**src/rtl/peri_bus_bridge_pkg.sv**
```systemverilog
// Shared definitions for the peripheral bus bridge and its address decoder.
// State encodings, error data value, default address map and fixed slot numbers.
package peri_bus_bridge_pkg;

  typedef enum logic [1:0] {
    StIdle   = 2'b00,
    StAccess = 2'b01,
    StDone   = 2'b10
  } state_e;

  localparam logic [31:0] ERR_READ_DATA = 32'h0000_0000;

  localparam logic [31:0] DEFAULT_BASE_ADDR = 32'h8000_0000;
  localparam int unsigned DEFAULT_SLOT_BITS = 8;

  localparam int unsigned SLOT_LED   = 0;
  localparam int unsigned SLOT_GPIO  = 1;
  localparam int unsigned SLOT_UART  = 2;
  localparam int unsigned SLOT_TIMER = 3;

  // A single slot still needs a 1-bit index to keep vector widths legal.
  function automatic int unsigned slot_width(int unsigned num_slaves);
    return (num_slaves > 1) ? $clog2(num_slaves) : 1;
  endfunction

endpackage

```
**src/rtl/peri_addr_decoder.sv**
```systemverilog
// Combinational address decoder: maps a byte address onto a fixed-size slot index.
// Addresses below the base wrap through the unsigned subtraction and decode out of range.
module peri_addr_decoder
  import peri_bus_bridge_pkg::*;
#(
  parameter int unsigned NUM_SLAVES = 4,
  parameter logic [31:0] BASE_ADDR  = DEFAULT_BASE_ADDR,
  parameter int unsigned SLOT_BITS  = DEFAULT_SLOT_BITS,
  localparam int unsigned SLOT_W    = slot_width(NUM_SLAVES)
) (
  input  logic [31:0]       address,
  output logic [SLOT_W-1:0] slot,
  output logic              in_range
);

  logic [31:0] offset;
  logic [31:0] index;

  assign offset   = address - BASE_ADDR;
  assign index    = offset >> SLOT_BITS;
  assign in_range = index < NUM_SLAVES;
  assign slot     = index[SLOT_W-1:0];

endmodule

```
**src/rtl/peri_bus_bridge.sv**
```systemverilog
// CPU data-port to memory-mapped peripheral bridge (IDLE -> ACCESS -> DONE).
// Optional access timeout enabled by defining PERI_BUS_TIMEOUT_EN.
module peri_bus_bridge
  import peri_bus_bridge_pkg::*;
#(
  parameter int unsigned NUM_SLAVES     = 4,
  parameter logic [31:0] BASE_ADDR      = DEFAULT_BASE_ADDR,
  parameter int unsigned SLOT_BITS      = DEFAULT_SLOT_BITS,
  parameter int unsigned TIMEOUT_CYCLES = 16
) (
  input  logic                     clk,
  input  logic                     reset,
  input  logic                     cpu_read,
  input  logic                     cpu_write,
  input  logic [31:0]              cpu_address,
  input  logic [31:0]              cpu_write_data,
  output logic [31:0]              cpu_read_data,
  output logic                     cpu_response,
  output logic                     cpu_error,
  output logic [NUM_SLAVES-1:0]    per_read,
  output logic [NUM_SLAVES-1:0]    per_write,
  output logic [31:0]              per_address,
  output logic [31:0]              per_write_data,
  input  logic [32*NUM_SLAVES-1:0] per_read_data,
  input  logic [NUM_SLAVES-1:0]    per_response
);

  localparam int unsigned SLOT_W = slot_width(NUM_SLAVES);

  state_e            state_q;
  logic              op_write_q;
  logic [SLOT_W-1:0] slot_q;

  logic [SLOT_W-1:0]     dec_slot;
  logic                  dec_in_range;
  logic [NUM_SLAVES-1:0] dec_onehot;
  logic                  sel_response;
  logic [31:0]           sel_read_data;

  peri_addr_decoder #(
    .NUM_SLAVES(NUM_SLAVES),
    .BASE_ADDR (BASE_ADDR),
    .SLOT_BITS (SLOT_BITS)
  ) u_addr_decoder (
    .address (cpu_address),
    .slot    (dec_slot),
    .in_range(dec_in_range)
  );

  assign dec_onehot = NUM_SLAVES'(1) << dec_slot;

  // Only the captured slot's response and data are looked at.
  always_comb begin
    sel_response  = 1'b0;
    sel_read_data = ERR_READ_DATA;
    for (int i = 0; i < NUM_SLAVES; i++) begin
      if (slot_q == SLOT_W'(i)) begin
        sel_response  = per_response[i];
        sel_read_data = per_read_data[32*i +: 32];
      end
    end
  end

`ifdef PERI_BUS_TIMEOUT_EN
  localparam int unsigned TIMER_W = $clog2(TIMEOUT_CYCLES);
  logic [TIMER_W-1:0] timer_q;
  logic               timeout;
  assign timeout = (timer_q == TIMER_W'(TIMEOUT_CYCLES - 1));
`endif

  always_ff @(posedge clk) begin
    if (reset) begin
      state_q        <= StIdle;
      op_write_q     <= 1'b0;
      slot_q         <= '0;
      per_read       <= '0;
      per_write      <= '0;
      per_address    <= '0;
      per_write_data <= '0;
      cpu_response   <= 1'b0;
      cpu_error      <= 1'b0;
      cpu_read_data  <= ERR_READ_DATA;
`ifdef PERI_BUS_TIMEOUT_EN
      timer_q        <= '0;
`endif
    end else begin
      // Response outputs are single-cycle pulses unless set below.
      cpu_response  <= 1'b0;
      cpu_error     <= 1'b0;
      cpu_read_data <= ERR_READ_DATA;
      unique case (state_q)
        StIdle: begin
          if (cpu_read && cpu_write) begin
            state_q      <= StDone;
            cpu_response <= 1'b1;
            cpu_error    <= 1'b1;
          end else if (cpu_read || cpu_write) begin
            per_address    <= cpu_address;
            per_write_data <= cpu_write_data;
            op_write_q     <= cpu_write;
            slot_q         <= dec_slot;
            if (dec_in_range) begin
              state_q   <= StAccess;
              per_read  <= cpu_read  ? dec_onehot : '0;
              per_write <= cpu_write ? dec_onehot : '0;
`ifdef PERI_BUS_TIMEOUT_EN
              timer_q   <= '0;
`endif
            end else begin
              state_q      <= StDone;
              cpu_response <= 1'b1;
              cpu_error    <= 1'b1;
            end
          end
        end
        StAccess: begin
          if (sel_response) begin
            state_q       <= StDone;
            per_read      <= '0;
            per_write     <= '0;
            cpu_response  <= 1'b1;
            cpu_read_data <= op_write_q ? ERR_READ_DATA : sel_read_data;
          end
`ifdef PERI_BUS_TIMEOUT_EN
          else if (timeout) begin
            state_q      <= StDone;
            per_read     <= '0;
            per_write    <= '0;
            cpu_response <= 1'b1;
            cpu_error    <= 1'b1;
          end else begin
            timer_q <= timer_q + 1'b1;
          end
`endif
        end
        StDone: begin
          state_q <= StIdle;
        end
        default: begin
          state_q <= StIdle;
        end
      endcase
    end
  end

endmodule

```
**config.mk**
```make
export PLATFORM = sky130hd
export DESIGN_NAME = peri_bus_bridge
export DESIGN_NICKNAME = d
export VERILOG_FILES = /design/src/rtl/peri_bus_bridge_pkg.sv /design/src/rtl/peri_addr_decoder.sv /design/src/rtl/peri_bus_bridge.sv
export SDC_FILE = /design/constraint.sdc
export NUM_CORES = 1
export LEC_CHECK = 0
export ABC_AREA = 1
export CORE_MARGIN = 2
export CORE_UTILIZATION = 33
export CTS_CLUSTER_SIZE = 24
export DETAILED_ROUTE_END_ITERATION = 7
export GPL_ROUTABILITY_DRIVEN = 0
export GPL_TIMING_DRIVEN = 0
export PLACE_DENSITY = 0.84
export SKIP_CTS_REPAIR_TIMING = 1
export SYNTH_ARGS = -nofsm -noshare
export SYNTH_HDL_FRONTEND = slang
export SYNTH_SLANG_ARGS = --single-unit
```
**constraint.sdc**
```tcl
create_clock -name clk -period 1.25 [get_ports clk]
set_input_delay 0.125 -clock clk [delete_from_list [all_inputs] [get_ports clk]]
set_output_delay 0.125 -clock clk [all_outputs]
set_load 0.05 [all_outputs]
```
---- After elaboration in Yosys (flattened, before gate mapping) ----
Index checks and enable logic that the tools add are counted.
operators by class
  add/subtract/negate cells ............... 1
  $lt $le $gt $ge ......................... 1
  equality and inequality tests ........... 9
  shifts and indexed selects .............. 1
  mux-type cells .......................... 29
  bitwise logic cells ..................... 4
  reduce and logical (&&, ||, !) cells .... 10
operator list
  operator                                                      number
  2-to-1 mux 32 bit                                             4
  2-to-1 mux 4 bit                                              9
  subtractor 32 bit (second input constant)                     1
  less-than comparator 24 x 3 -> 1 bit (second input constant)  1
  case mux 4 bit (2 select lines)                               2
  2-to-1 mux 1 bit                                              8
  2-to-1 mux 2 bit                                              4
  != test 2 bit (second input constant)                         4
  AND reduction 5 bit                                           1
  equality test 2 x 1 -> 1 bit (second input constant)          2
  equality test 2 bit (second input constant)                   2
  logical NOT 2 bit                                             2
  NOT 1 bit                                                     4
  case mux 2 bit (2 select lines)                               1
  OR reduction 4 bit                                            1
  << shifter 1 x 2 -> 4 bit (first input constant)              1
  != test 3 bit (second input constant)                         1
  AND reduction 3 bit                                           1
  case mux 1 bit (2 select lines)                               1
  AND reduction 2 bit                                           1
  nonzero test 2 bit                                            1
  OR reduction 2 bit                                            1
  logical AND 1 bit                                             1
  logical OR 1 bit                                              1
word-level totals
  bits in registers ....................... 111
  bits of input ports ..................... 200
  output and inout bits ................... 106
  word-level logic and storage cells ...... 65

---- Longest topological paths before layout ----
Gate-level depths: netlist (run 1).
  depth after elaboration ................. 7
  depth in mapped cells ................... 10
  gate-level depth less buffers ........... 8

---- By module ----
A second synthesis (run 1) with hierarchy kept.
unflattened totals
  cell total of the unflattened synthesis .. 625
  area total of the unflattened synthesis .. 4558.1 um2
by module, submodules not included
  module             instances  cells each  area each (um2)  sequential area each (um2)
  peri_bus_bridge    1          602         4460.5           2222.1
  peri_addr_decoder  1          23          97.6             0.0

---- Least setup slack after synthesis (run 1) ----
No wires, ideal clock.
  kind .................................... register to register
  from .................................... register, netlist name per_address[9]
  to ...................................... register per_read[0]
  library setup time ...................... 0.115 ns
  arrival time ............................ 1.614 ns
  data required time ...................... 1.135 ns
  slack ................................... -0.479 ns
  cell stages (with the launch flop) ...... 10
  buffers on the path ..................... 2
  clock period less this slack ............ 1.729 ns
  path through ............................ dfxtp_1 -> buf_4 -> inv_2 -> nor2_8 -> nand2_1 -> nand3_2 -> nand3_4 -> buf_6 -> a21oi_1 -> nor2_1
RTL lines
  item                  RTL line                RTL
  to (signal assigned)  peri_bus_bridge.sv:104  per_read <= cpu_read ? dec_onehot : '0;
  to (decl)             peri_bus_bridge.sv:20   output logic [NUM_SLAVES-1:0] per_read,

==> impl_metrics.py, run 1 <==
metrics = {
    "critical_path": {
        "cell_chain_critical_path": "buf_8 > inv_8 > nor2_8 > nand2_2 > nand3_4 > nand4_1 > buf_6 > clkbuf_16 > nor2_1",
        "slowest_stage": "sky130_fd_sc_hd__dfxtp_4",
        "class_of_the_most_critical_setup_path": "flip-flop to flip-flop",
        "setup.worst_path.end_class": "flip-flop",
        "worst_path_largest_cell_delay_ns": 0.38,
        "timing.critical_path.buf_inv": 4,
        "worst_path_dominant_cell_family": "buffers and inverters",
        "reg2regPathDepth": 9,
        "worstSetupStartpointType": "flip-flop",
        "timing.critical_path.from": "per_address[9]",
        "critical_path.reg2reg.startpoint": "per_address[9]",
        "path_max_fanout": 8,
        "worst-path-stages": 9,
        "setup_slack_of_the_worst_register_to_register_path_ns": -0.25,
        "data_required_time_of_the_critical_path_ns": 1.54,
        "critical_path_arrival_ns": 1.79,
    },
    "sta": {
        "timing.slew.headroom_pct": 63.7,
        "worst-slew-pin-transition_ns": 0.543,
        "timing_max_transition_violations_final": 0,
        "layout_worst_path_cycle_share_pct": 120,
        "final-setup-viol-count": 41,
        "timing_hold_violations_final": 0,
        "maxClockFrequency_ghz": 0.666,
        "rsz0062_at_grt": "true",
        "setup_slack_ns": -0.252,
        "finalWorstPathRequiredPeriod_ns": 1.50,
        "fin_skew_ns": 0.00841,
    },
    "placement": {
        "placed_cell_area_um2": 8000,
        "place.port_buffers": 305,
        "preCtsSetupSlack_ns": -0.838,
        "dp_hpwl_mm": 14.0,
    },
    "grt": {
        "first_global_vias": 5273,
        "track_usage_pct": 22.9,
        "antenna_found_initial": 1,
        "grt_pass1_wl_mm": 26.4,
        "gr-total-overflow": 0,
        "largest_net_degree_at_the_start_of_global_routing": 21,
    },
    "detailed_routing": {
        "post_drt_wl_per_cell_um": 16.2,
        "detail_route.first_pass.iterations": 5,
        "vias": 5839,
        "drt_iter0_drc": 234,
        "vias_per_cell": 4.90,
        "drc_errors": 0,
        "route.antenna.remaining_nets": 0,
        "route.final.wire_length_mm": 19.3,
    },
    "pwr": {
        "total_power_w": 0.0101,
        "vdd.ir_drop.worst_mv": 1.33,
        "power.leakage_nw": 4.18,
        "power-per-cell-area_nw_per_um2": 1160,
    },
    "layout": {
        "multi_input_gate_area_um2": 2520,
        "regArea_um2": 2190,
        "fill_cells": 1160,
        "syn2layout_area_growth_pct": 89.1,
        "num-nets-final": 1207,
        "drive_above_1_share_pct": 24.7,
        "final_cell_area_um2": 8760,
    },
    "yosys": {
        "synth_top_family_by_area": "simple AND/OR/NAND/NOR gates",
        "synth.lib_cells_used.distinct": 22,
        "synthAdderAreaFrac_pct": 0.810,
        "synthFlopType": "sky130_fd_sc_hd__dfxtp_1",
        "post_synth_xor_xnor_area_pct": 0,
        "synth_simple_gate_area_share_pct": 30.1,
        "synth_cells": 663,
        "yosysSeqAreaShare_pct": 47.1,
        "cell_types_with_the_largest_area_share_after_synthesis": "sky130_fd_sc_hd__dfxtp_1 (47%), sky130_fd_sc_hd__nor2_1 (15%), sky130_fd_sc_hd__o21ai_0 (13%)",
        "synth_largest_type_area_fraction_pct": 47.1,
        "synth_fp_nets": 866,
        "synth_compound_area_share_pct": 15.9,
        "ys_warn_count": 0,
        "synth_top_cells_by_count": "sky130_fd_sc_hd__nor2_1 (191), sky130_fd_sc_hd__o21ai_0 (121), sky130_fd_sc_hd__dfxtp_1 (109)",
        "synth.largest_area_cell": "sky130_fd_sc_hd__dfxtp_1",
        "synth_mux_area_share_pct": 0,
        "synth_edf_count": 0,
        "combined_area_of_all_synthesized_cells_um2": 4640,
        "yosys_register_bits": 109,
        "synth_async_sr_flop_share_pct": 0,
        "cell_with_the_most_instances_after_synthesis": "sky130_fd_sc_hd__nor2_1",
        "syn_area_per_cell_um2": 6.99,
    },
    "hold_path": {
        "worstHoldStart": "cpu_write",
        "worst_hold_class": "input pin to flip-flop",
        "cells_on_worst_hold_path": 3,
    },
    "floorplan": {
        "initial_core_util_pct": 33.5,
        "die_h_um": 123,
        "floorplan.rows": 43,
        "floorplan.core_area_um2": 13800,
        "pin_count": 306,
        "floorplan.die.width_um": 123,
        "floorplan.die_area_um2": 15000,
    },
    "run": {
        "drv.max_cap_violation_count": 0,
    },
    "outcome": {
        "result_of_the_run": "finished with violations",
        "failing_checks": "negative setup slack",
    },
    "cts": {
        "cts_tree": "done",
        "number_of_buffers_between_clock_root_and_the_deepest_sink": 2,
        "cts_sinks": 109,
        "cts.clk_slew.worst_paths_ns": 0.08,
        "clk-insertion-delay-late_ns": 0.35,
        "cts_buffers": 9,
        "cts.htree.levels": 3,
        "cts_root_buffer": "sky130_fd_sc_hd__clkbuf_16",
    },
}
==> logic make-up after synthesis <==
group,after synthesis
simple gates,338
compound gates,147
flops,109
buf+inv,66
fa+ha+maj,3
==> placed cells by master (no fill, tap or decap), types with 5 or more instances in the layout <==
master,synthesis,final
sky130_fd_sc_hd__a21oi_1,17,6
sky130_fd_sc_hd__a21oi_2,0,11
sky130_fd_sc_hd__buf_2,10,9
sky130_fd_sc_hd__buf_4,2,15
sky130_fd_sc_hd__buf_6,2,5
sky130_fd_sc_hd__buf_8,0,7
sky130_fd_sc_hd__clkbuf_16,0,16
sky130_fd_sc_hd__clkbuf_2,0,90
sky130_fd_sc_hd__clkbuf_4,0,10
sky130_fd_sc_hd__clkdlybuf4s50_1,0,197
sky130_fd_sc_hd__dfxtp_1,109,105
sky130_fd_sc_hd__dlymetal6s2s_1,0,27
sky130_fd_sc_hd__inv_1,18,17
sky130_fd_sc_hd__nand2_1,90,85
sky130_fd_sc_hd__nand3_1,45,42
sky130_fd_sc_hd__nor2_1,191,156
sky130_fd_sc_hd__nor2_2,0,20
sky130_fd_sc_hd__nor2_4,1,16
sky130_fd_sc_hd__o21ai_0,121,78
sky130_fd_sc_hd__o21ai_1,9,39
sky130_fd_sc_hd__o21ai_2,0,13
==> power by group <==
group / leakage [nW] / switching [W] / internal [W]
clock network: 0.153 / 0.00144 / 0.00161
logic: 3.13 / 0.00198 / 0.00129
registers: 0.896 / 0.000121 / 0.00370
==> worst reg2reg max path, delay by kind of cell (launching register included) <==
kind	cells	cell delay (ns)
buffers and inverters	4	0.55
flip-flops	1	0.38
AND/OR/NAND/NOR	5	0.51
==> per-stage QoR <==
step                      setup TNS (ns)  hold slack [ns]  util (%)  instances
after global routing              -11.42            0.159      63.3       1189
after global placement            -62.98            0.460      57.8       1148
final                              -8.02            0.130      63.4       1192
after CTS                         -78.11            0.365      60.1       1164
after detailed placement          -65.02            0.471      57.8       1148
after floorplan                    -6.28            0.194         -        663
==> sequential cells by signal (all words and copies together), names as in the netlist <==
signal	flops
cpu_error	1
per_write	4
cpu_response	1
cpu_read_data	32
op_write_q	1
per_write_data	32
per_read	4
state_q	2
per_address	32
==> cell type report <==
type,instances,share of cell area (%)
timing repair buffer,329,34.6
multi-input combinational,489,28.8
sequential,109,25.0
buffer,43,4.20
clock buffer,9,2.57
tap,180,2.57
inverter,23,1.18
clock inverter,7,1.07
antenna,3,0.0857
==> routing by layer <==
layer / up-vias / GRT usage (%) / routed length (µm)
li1: 2842 / - / -
met1: 2663 / 23.0 / 6870
met2: 285 / 40.2 / 9650
met3: 49 / 10.2 / 2100
met4: 0 / 11.5 / 700
met5: - / 0 / 0
==> path summary, 6_finish.rpt <==
| check | to |
|---|---|
| worst min-delay path | op_write_q |
| worst max-delay path | cpu_read_data[2] |
| worst min register to register | state_q[1] |
| worst max register to register | cpu_read_data[2] |
Note: power is estimated with default switching activity, not from simulation.
==> run 2, diff against run 1 <==
--- a/config.mk
+++ b/config.mk
@@ -6,13 +6,14 @@
 export NUM_CORES = 1
 export LEC_CHECK = 0
 export ABC_AREA = 1
-export CORE_MARGIN = 2
-export CORE_UTILIZATION = 33
+export CORE_AREA = 2 2 117 119
 export CTS_CLUSTER_SIZE = 24
 export DETAILED_ROUTE_END_ITERATION = 7
+export DIE_AREA = 0 0 119 121
+export DONT_BUFFER_PORTS = 1
 export GPL_ROUTABILITY_DRIVEN = 0
 export GPL_TIMING_DRIVEN = 0
-export PLACE_DENSITY = 0.84
+export PLACE_DENSITY = 0.51
 export SKIP_CTS_REPAIR_TIMING = 1
 export SYNTH_ARGS = -nofsm -noshare
 export SYNTH_HDL_FRONTEND = slang
==> run 2 against run 1 <==
The run ends with negative hold slack, negative setup slack left. Global-route usage decreased by 2.8 points. Utilization is 15 points lower. Die area fell by 4.1%.
==> impl_metrics.py, run 2 (synthesis results as in run 1) <==
metrics = {
    "layout": {
        "drive_above_1_share_pct": 13.9,
        "diodes_inserted": 0,
        "layout.cells.most_common": "sky130_fd_sc_hd__nor2_1",
        "layout.cells.non_filler": 944,
        "final_cell_area_um2": 6380,
        "num-nets-final": 967,
        "fill_cells": 1292,
        "commonest_cells_after_routing_fill_and_taps_aside": "sky130_fd_sc_hd__nor2_1 (175), sky130_fd_sc_hd__dfxtp_1 (107), sky130_fd_sc_hd__nand2_1 (87), sky130_fd_sc_hd__o21ai_0 (81), sky130_fd_sc_hd__dlygate4sd3_1 (77)",
        "layout_top_registers": "cpu_read_data x32, per_address x32, per_write_data x32",
        "syn2layout_area_growth_pct": 37.6,
    },
    "detailed_routing": {
        "route.final.wire_length_mm": 16.1,
        "drt_iter0_drc": 207,
        "vias": 4821,
        "drc_errors": 0,
        "detail_route.first_pass.iterations": 4,
        "wl_met2_mm": 8.16,
        "met1_length_mm": 5.93,
        "detailed_routed_wire_length_on_met3_mm": 1.63,
        "post_drt_wl_per_cell_um": 17.1,
        "topRoutingLayerUsed": "met4",
        "vias_per_cell": 5.11,
        "route.antenna.remaining_nets": 0,
    },
    "pwr": {
        "seq_power_share_pct": 52.0,
        "sw_frac_of_total_pct": 34.7,
        "power.share.clock_pct": 29.7,
        "total_power_w": 0.00897,
        "power.leakage_nw": 2.66,
        "total_switching_power_w": 0.00312,
        "p_int_w": 0.00585,
        "power.combinational.fraction_pct": 18.3,
        "vdd.ir_drop.worst_mv": 0.805,
        "power-per-cell-area_nw_per_um2": 1410,
    },
    "cts": {
        "cts.clk_slew.worst_paths_ns": 0.07,
        "cts_buffers": 9,
        "clk-insertion-delay-late_ns": 0.35,
        "cts_tree": "done",
        "number_of_buffers_between_clock_root_and_the_deepest_sink": 2,
        "cts.htree.levels": 3,
        "cts_root_buffer": "sky130_fd_sc_hd__clkbuf_16",
        "cts_sinks": 109,
    },
    "outcome": {
        "failing_checks": "negative hold slack, negative setup slack",
        "result_of_the_run": "finished with violations",
    },
    "floorplan": {
        "initial_core_util_pct": 35.4,
        "pin_count": 306,
        "floorplan.die.width_um": 119,
        "die_h_um": 121,
        "floorplan.die_area_um2": 14400,
        "floorplan.core_area_um2": 13100,
        "floorplan.rows": 42,
    },
    "placement": {
        "placed_cell_area_um2": 4940,
        "dp_hpwl_mm": 11.8,
        "place.port_buffers": 0,
        "numPlacedInstances": 839,
    },
    "sta": {
        "timing_hold_violations_final": 9,
        "layout_worst_path_cycle_share_pct": 124,
        "fin_setup_tns_ns": -11.70,
        "final-setup-viol-count": 53,
        "finalWorstPathRequiredPeriod_ns": 1.55,
        "maxClockFrequency_ghz": 0.646,
        "timing.slew.headroom_pct": 62.1,
        "rsz0062_at_grt": "true",
        "worst-slew-pin-transition_ns": 0.568,
        "fin_skew_ns": 0.00780,
        "worst_hold_slack_ns": -0.0463,
        "setup_slack_ns": -0.297,
        "timing_max_transition_violations_final": 0,
    },
    "run": {
        "drv.max_cap_violation_count": 0,
    },
    "critical_path": {
        "slowest_stage": "sky130_fd_sc_hd__dfxtp_4",
        "worstSetupStartpointType": "flip-flop",
        "class_of_the_most_critical_setup_path": "flip-flop to flip-flop",
        "timing.critical_path.buf_inv": 3,
        "setup.worst_path.end_class": "flip-flop",
        "cp_common_cell": "sky130_fd_sc_hd__o21ai_0",
        "critical_path_arrival_ns": 1.79,
        "data_required_time_of_the_critical_path_ns": 1.49,
        "cell_chain_critical_path": "buf_12 > buf_4 > clkbuf_2 > o21ai_0 > nand3_1 > o21ai_0 > nor2_1",
        "path_max_fanout": 10,
        "worst_path_largest_cell_delay_ns": 0.42,
        "worst_path_dominant_cell_family": "buffers and inverters",
    },
    "hold_path": {
        "worst_hold_class": "input pin to flip-flop",
    },
    "grt": {
        "grt_pass1_wl_mm": 22.6,
        "track_usage_pct": 20.1,
        "gr-total-overflow": 0,
        "first_global_vias": 4323,
        "largest_net_degree_at_the_start_of_global_routing": 17,
        "antenna_found_initial": 0,
    },
}
run 2: cell count changes in the layout (fill, tap and decap cells not counted), sizes merged, moves of 3 or more:
cell           before  now
diode               3    0
clkbuf            118   35
buf                39   32
dlygate4sd3         0   77
clkdlybuf4s50     197    0
dlymetal6s2s       27    0
run 2: layout make-up:
type | instances | area, µm² | area share, %
Buffer | 43 | 357 | 5.59
Clock buffer | 12 | 246 | 3.86
Clock inverter | 3 | 20.0 | 0.314
Inverter | 23 | 98.8 | 1.55
Multi-Input combinational cell | 489 | 2330 | 36.5
Sequential cell | 109 | 2190 | 34.3
Tap cell | 176 | 220 | 3.45
Timing Repair Buffer | 89 | 917 | 14.4
run 2: metal layers:
layer	vias to the layer above	track usage [%]
met5	-	0
met4	0	9.38
met3	23	7.71
met2	240	34.8
met1	2210	21.7
li1	2348	-
run 2: final timing paths:
check | start | end | slack [ns] | cells after the start
max | per_address[9] | cpu_read_data[23] | -0.30 | 7
min | cpu_address[23] | per_address[23] | -0.05 | 2
max reg2reg | per_address[9] | cpu_read_data[23] | -0.30 | 7
min reg2reg | state_q[0] | state_q[1] | 0.51 | 2
run 2: metrics by stage:
step,util (%),setup slack [ns]
final,48.8,-0.297
after global routing,48.8,-0.369
after CTS,39.8,-0.565
after detailed placement,37.7,-0.556
after global placement,37.7,-0.526
after floorplan,-,-0.179
run 2: power by group through the flow:
stage               clock network [W]  registers, W  logic [W]
finish                        0.00267       0.00467    0.00164
global route                  0.00288       0.00469    0.00186
CTS                           0.00276       0.00467    0.00117
detailed placement                  0       0.00474    0.00117
global placement                    0       0.00474    0.00114
floorplan                           0       0.00468   0.000917
==> run 3, diff against run 2 <==
--- a/config.mk
+++ b/config.mk
@@ -6,15 +6,17 @@
 export NUM_CORES = 1
 export LEC_CHECK = 0
 export ABC_AREA = 1
-export CORE_AREA = 2 2 117 119
+export CORE_AREA = 2 2 120 122
 export CTS_CLUSTER_SIZE = 24
 export DETAILED_ROUTE_END_ITERATION = 7
-export DIE_AREA = 0 0 119 121
+export DIE_AREA = 0 0 122 124
 export DONT_BUFFER_PORTS = 1
 export GPL_ROUTABILITY_DRIVEN = 0
 export GPL_TIMING_DRIVEN = 0
-export PLACE_DENSITY = 0.51
+export PLACE_DENSITY = 0.48
+export SETUP_SLACK_MARGIN = 0.4
 export SKIP_CTS_REPAIR_TIMING = 1
 export SYNTH_ARGS = -nofsm -noshare
 export SYNTH_HDL_FRONTEND = slang
+export SYNTH_HIERARCHICAL = 1
 export SYNTH_SLANG_ARGS = --single-unit
==> run 3 against run 2 <==
Hold slack improved by 0.0068 ns. Area after synthesis fell by 1.7%. Largest power group unchanged. Highest routed layer unchanged. Register-to-register slack improved by 0.18 ns. Sequential share of layout area fell by 3.7 points. Routed wire length rose by 23%. Maximum frequency rose by 13%. Total power rose by 16%. Critical path type unchanged. First-iteration DRC count rose by 60%. Flip-flop and latch count rose by 2. The flow still finishes with violations (negative hold slack, negative setup slack).
==> impl_metrics.py, run 3 <==
metrics = {
    "sta": {
        "setup_slack_ns": -0.118,
        "worst-slew-pin-transition_ns": 0.770,
        "finalWorstPathRequiredPeriod_ns": 1.37,
        "final-setup-viol-count": 60,
        "timing.slew.headroom_pct": 48.7,
        "maxClockFrequency_ghz": 0.731,
        "worst_hold_slack_ns": -0.0394,
        "layout_worst_path_cycle_share_pct": 109,
        "timing_max_transition_violations_final": 0,
        "timing_hold_violations_final": 5,
        "rsz0062_at_grt": "true",
        "fin_skew_ns": 0.0109,
    },
    "yosys": {
        "synth_top_cells_by_count": "sky130_fd_sc_hd__nor2_1 (190), sky130_fd_sc_hd__dfxtp_1 (111), sky130_fd_sc_hd__nand2_1 (79)",
        "combined_area_of_all_synthesized_cells_um2": 4560,
        "synth.lib_cells_used.distinct": 25,
        "synth_compound_area_share_pct": 16.9,
        "synth_edf_count": 0,
        "synth_fp_nets": 827,
        "synthAdderAreaFrac_pct": 0.549,
        "synth_cells": 625,
        "synth_largest_type_area_fraction_pct": 48.8,
        "synth_top_family_by_area": "simple AND/OR/NAND/NOR gates",
        "synth.largest_area_cell": "sky130_fd_sc_hd__dfxtp_1",
        "synthFlopType": "sky130_fd_sc_hd__dfxtp_1",
        "syn_area_per_cell_um2": 7.29,
        "synth_simple_gate_area_share_pct": 26.7,
        "synth_mux_area_share_pct": 0,
        "synth_async_sr_flop_share_pct": 0,
        "yosysSeqAreaShare_pct": 48.8,
        "post_synth_xor_xnor_area_pct": 0,
        "ys_warn_count": 6,
        "cell_types_with_the_largest_area_share_after_synthesis": "sky130_fd_sc_hd__dfxtp_1 (49%), sky130_fd_sc_hd__nor2_1 (16%), sky130_fd_sc_hd__o21ai_0 (7.1%)",
        "yosys_register_bits": 111,
        "cell_with_the_most_instances_after_synthesis": "sky130_fd_sc_hd__nor2_1",
    },
    "cts": {
        "clk-insertion-delay-late_ns": 0.36,
        "cts_root_buffer": "sky130_fd_sc_hd__clkbuf_16",
        "cts.clk_slew.worst_paths_ns": 0.07,
        "cts_buffers": 9,
        "cts.htree.levels": 3,
        "cts_sinks": 111,
        "cts_tree": "done",
        "number_of_buffers_between_clock_root_and_the_deepest_sink": 2,
    },
    "outcome": {
        "failing_checks": "negative hold slack, negative setup slack",
        "result_of_the_run": "finished with violations",
    },
    "grt": {
        "antenna_found_initial": 1,
        "gr-total-overflow": 0,
        "largest_net_degree_at_the_start_of_global_routing": 21,
        "grt_pass1_wl_mm": 21.6,
        "first_global_vias": 4072,
        "track_usage_pct": 18.8,
    },
    "detailed_routing": {
        "post_drt_wl_per_cell_um": 19.9,
        "route.antenna.remaining_nets": 0,
        "detail_route.first_pass.iterations": 5,
        "vias_per_cell": 5.22,
        "drt_iter0_drc": 331,
        "route.final.wire_length_mm": 19.9,
        "drc_errors": 0,
        "vias": 5211,
    },
    "critical_path": {
        "setup.worst_path.end_class": "flip-flop",
        "cp_common_cell": "sky130_fd_sc_hd__nand2_4",
        "critical_path_arrival_ns": 1.61,
        "slowest_stage": "sky130_fd_sc_hd__dfxtp_4",
        "worstSetupStartpointType": "flip-flop",
        "class_of_the_most_critical_setup_path": "flip-flop to flip-flop",
        "reg2regPathDepth": 9,
        "cell_chain_critical_path": "nor2_4 > nand2_2 > nand3_4 > nand2_4 > nand2_4 > nand2_4 > buf_6 > a21oi_1 > nor2_1",
        "setup_slack_of_the_worst_register_to_register_path_ns": -0.12,
        "worst_path_largest_cell_delay_ns": 0.39,
        "data_required_time_of_the_critical_path_ns": 1.50,
        "path_max_fanout": 6,
    },
    "floorplan": {
        "initial_core_util_pct": 33.2,
        "floorplan.die_area_um2": 15100,
        "die_h_um": 124,
        "floorplan.core_area_um2": 13700,
        "pin_count": 306,
        "floorplan.die.width_um": 122,
        "floorplan.rows": 43,
    },
    "pwr": {
        "vdd.ir_drop.worst_mv": 1.05,
        "power.share.clock_pct": 27.3,
        "total_switching_power_w": 0.00385,
        "power.combinational.fraction_pct": 25.8,
        "p_int_w": 0.00656,
        "sw_frac_of_total_pct": 37.0,
        "power-per-cell-area_nw_per_um2": 1210,
        "power.leakage_nw": 3.38,
        "seq_power_share_pct": 46.9,
    },
    "hold_path": {
        "worst_hold_class": "input pin to flip-flop",
        "cells_on_worst_hold_path": 2,
    },
    "run": {
        "drv.max_cap_violation_count": 0,
    },
    "placement": {
        "placed_cell_area_um2": 5080,
        "place.port_buffers": 0,
        "preCtsSetupSlack_ns": -0.316,
        "dp_hpwl_mm": 12.0,
    },
    "layout": {
        "final_util_pct": 62.6,
        "final_cell_area_um2": 8580,
        "drive_above_1_share_pct": 44.2,
        "commonest_cells_after_routing_fill_and_taps_aside": "sky130_fd_sc_hd__nor2_1 (145), sky130_fd_sc_hd__dlygate4sd3_1 (140), sky130_fd_sc_hd__dfxtp_4 (107), sky130_fd_sc_hd__nand2_1 (70), sky130_fd_sc_hd__o21ai_2 (41)",
        "layout.cells.most_common": "sky130_fd_sc_hd__nor2_1",
        "layout_top_registers": "cpu_read_data x32, per_address x32, per_write_data x32",
        "syn2layout_area_growth_pct": 88.3,
        "num-nets-final": 1014,
    },
}
## run 3: cell types whose count changed in the layout (fill, tap and decap cells not counted), moves of 10 or more
cell | previous run | this run
sky130_fd_sc_hd__o21ai_2 | 5 | 41
sky130_fd_sc_hd__dfxtp_1 | 107 | 3
sky130_fd_sc_hd__nor2_4 | 2 | 29
sky130_fd_sc_hd__o21ai_1 | 44 | 10
sky130_fd_sc_hd__o21ai_0 | 81 | 13
sky130_fd_sc_hd__nand2_1 | 87 | 70
sky130_fd_sc_hd__nand3_1 | 43 | 22
sky130_fd_sc_hd__a21oi_2 | 7 | 20
sky130_fd_sc_hd__a221oi_2 | 0 | 20
sky130_fd_sc_hd__dlygate4sd3_1 | 77 | 140
sky130_fd_sc_hd__nor2_1 | 175 | 145
sky130_fd_sc_hd__dfxtp_4 | 2 | 107
sky130_fd_sc_hd__inv_1 | 18 | 28
sky130_fd_sc_hd__clkbuf_16 | 12 | 22
## run 3: worst paths after layout
kind,from,endpoint
worst max-delay path,slot_q[1],per_read[1]
worst min-delay path,per_read_data[0],cpu_read_data[0]
worst max register to register,slot_q[1],per_read[1]
worst min register to register,op_write_q,op_write_q
## run 3: power groups by stage
| stage | logic [W] | registers [W] | clock network (W) |
|---|---|---|---|
| 2_1_floorplan | 0.00109 | 0.00485 | 0 |
| 3_3_place_gp | 0.00131 | 0.00492 | 0 |
| 3_5_place_dp | 0.00134 | 0.00492 | 0 |
| 4_1_cts | 0.00135 | 0.00484 | 0.00292 |
| 5_1_grt | 0.00289 | 0.00491 | 0.00307 |
| 6_report | 0.00269 | 0.00488 | 0.00284 |
## run 3: cells by family after synthesis
group	Yosys count
buffers and inverters	77
adders and majority gates	2
and+or+nand+nor	306
AOI/OAI and AO/OA	129
DFF	111
## run 3: routing by layer
metal | global-route usage (%) | share of wire [%]
met2 | 32.2 | 50
met3 | 7.28 | 8.3
met4 | 7.76 | 4.0
met5 | 0 | 0
met1 | 20.9 | 38
## run 3: worst max-delay path: cells and delay by family (launching register included)
kind	cells	cell delay [ns]
AND/OR/NAND/NOR	7	0.61
AO/OA/AOI/OAI	1	0.13
buffers and inverters	1	0.14
flip-flops	1	0.39
## run 3: layout make-up
class | count | area [µm²]
Antenna cell | 1 | 2.50
Buffer | 42 | 435
Timing Repair Buffer | 176 | 1940
Sequential cell | 111 | 2630
Fill cell | 1089 | 5140
Tap cell | 180 | 225
Inverter | 35 | 164
Multi-Input combinational cell | 437 | 2900
Clock buffer | 9 | 225
Clock inverter | 7 | 63.8
## run 3: per-stage QoR
step | power (W) | hold slack (ns) | std cells | TNS (ns)
finish | 0.0104 | -0.0394 | 998 | -3.12
global route | 0.0109 | -0.0285 | 998 | -8.78
CTS | 0.00911 | -0.184 | 821 | -11.70
detailed placement | 0.00627 | 0.195 | 805 | -10.88
global placement | 0.00623 | 0.193 | 805 | -9.12
floorplan | 0.00593 | 0.190 | 625 | -0.0492
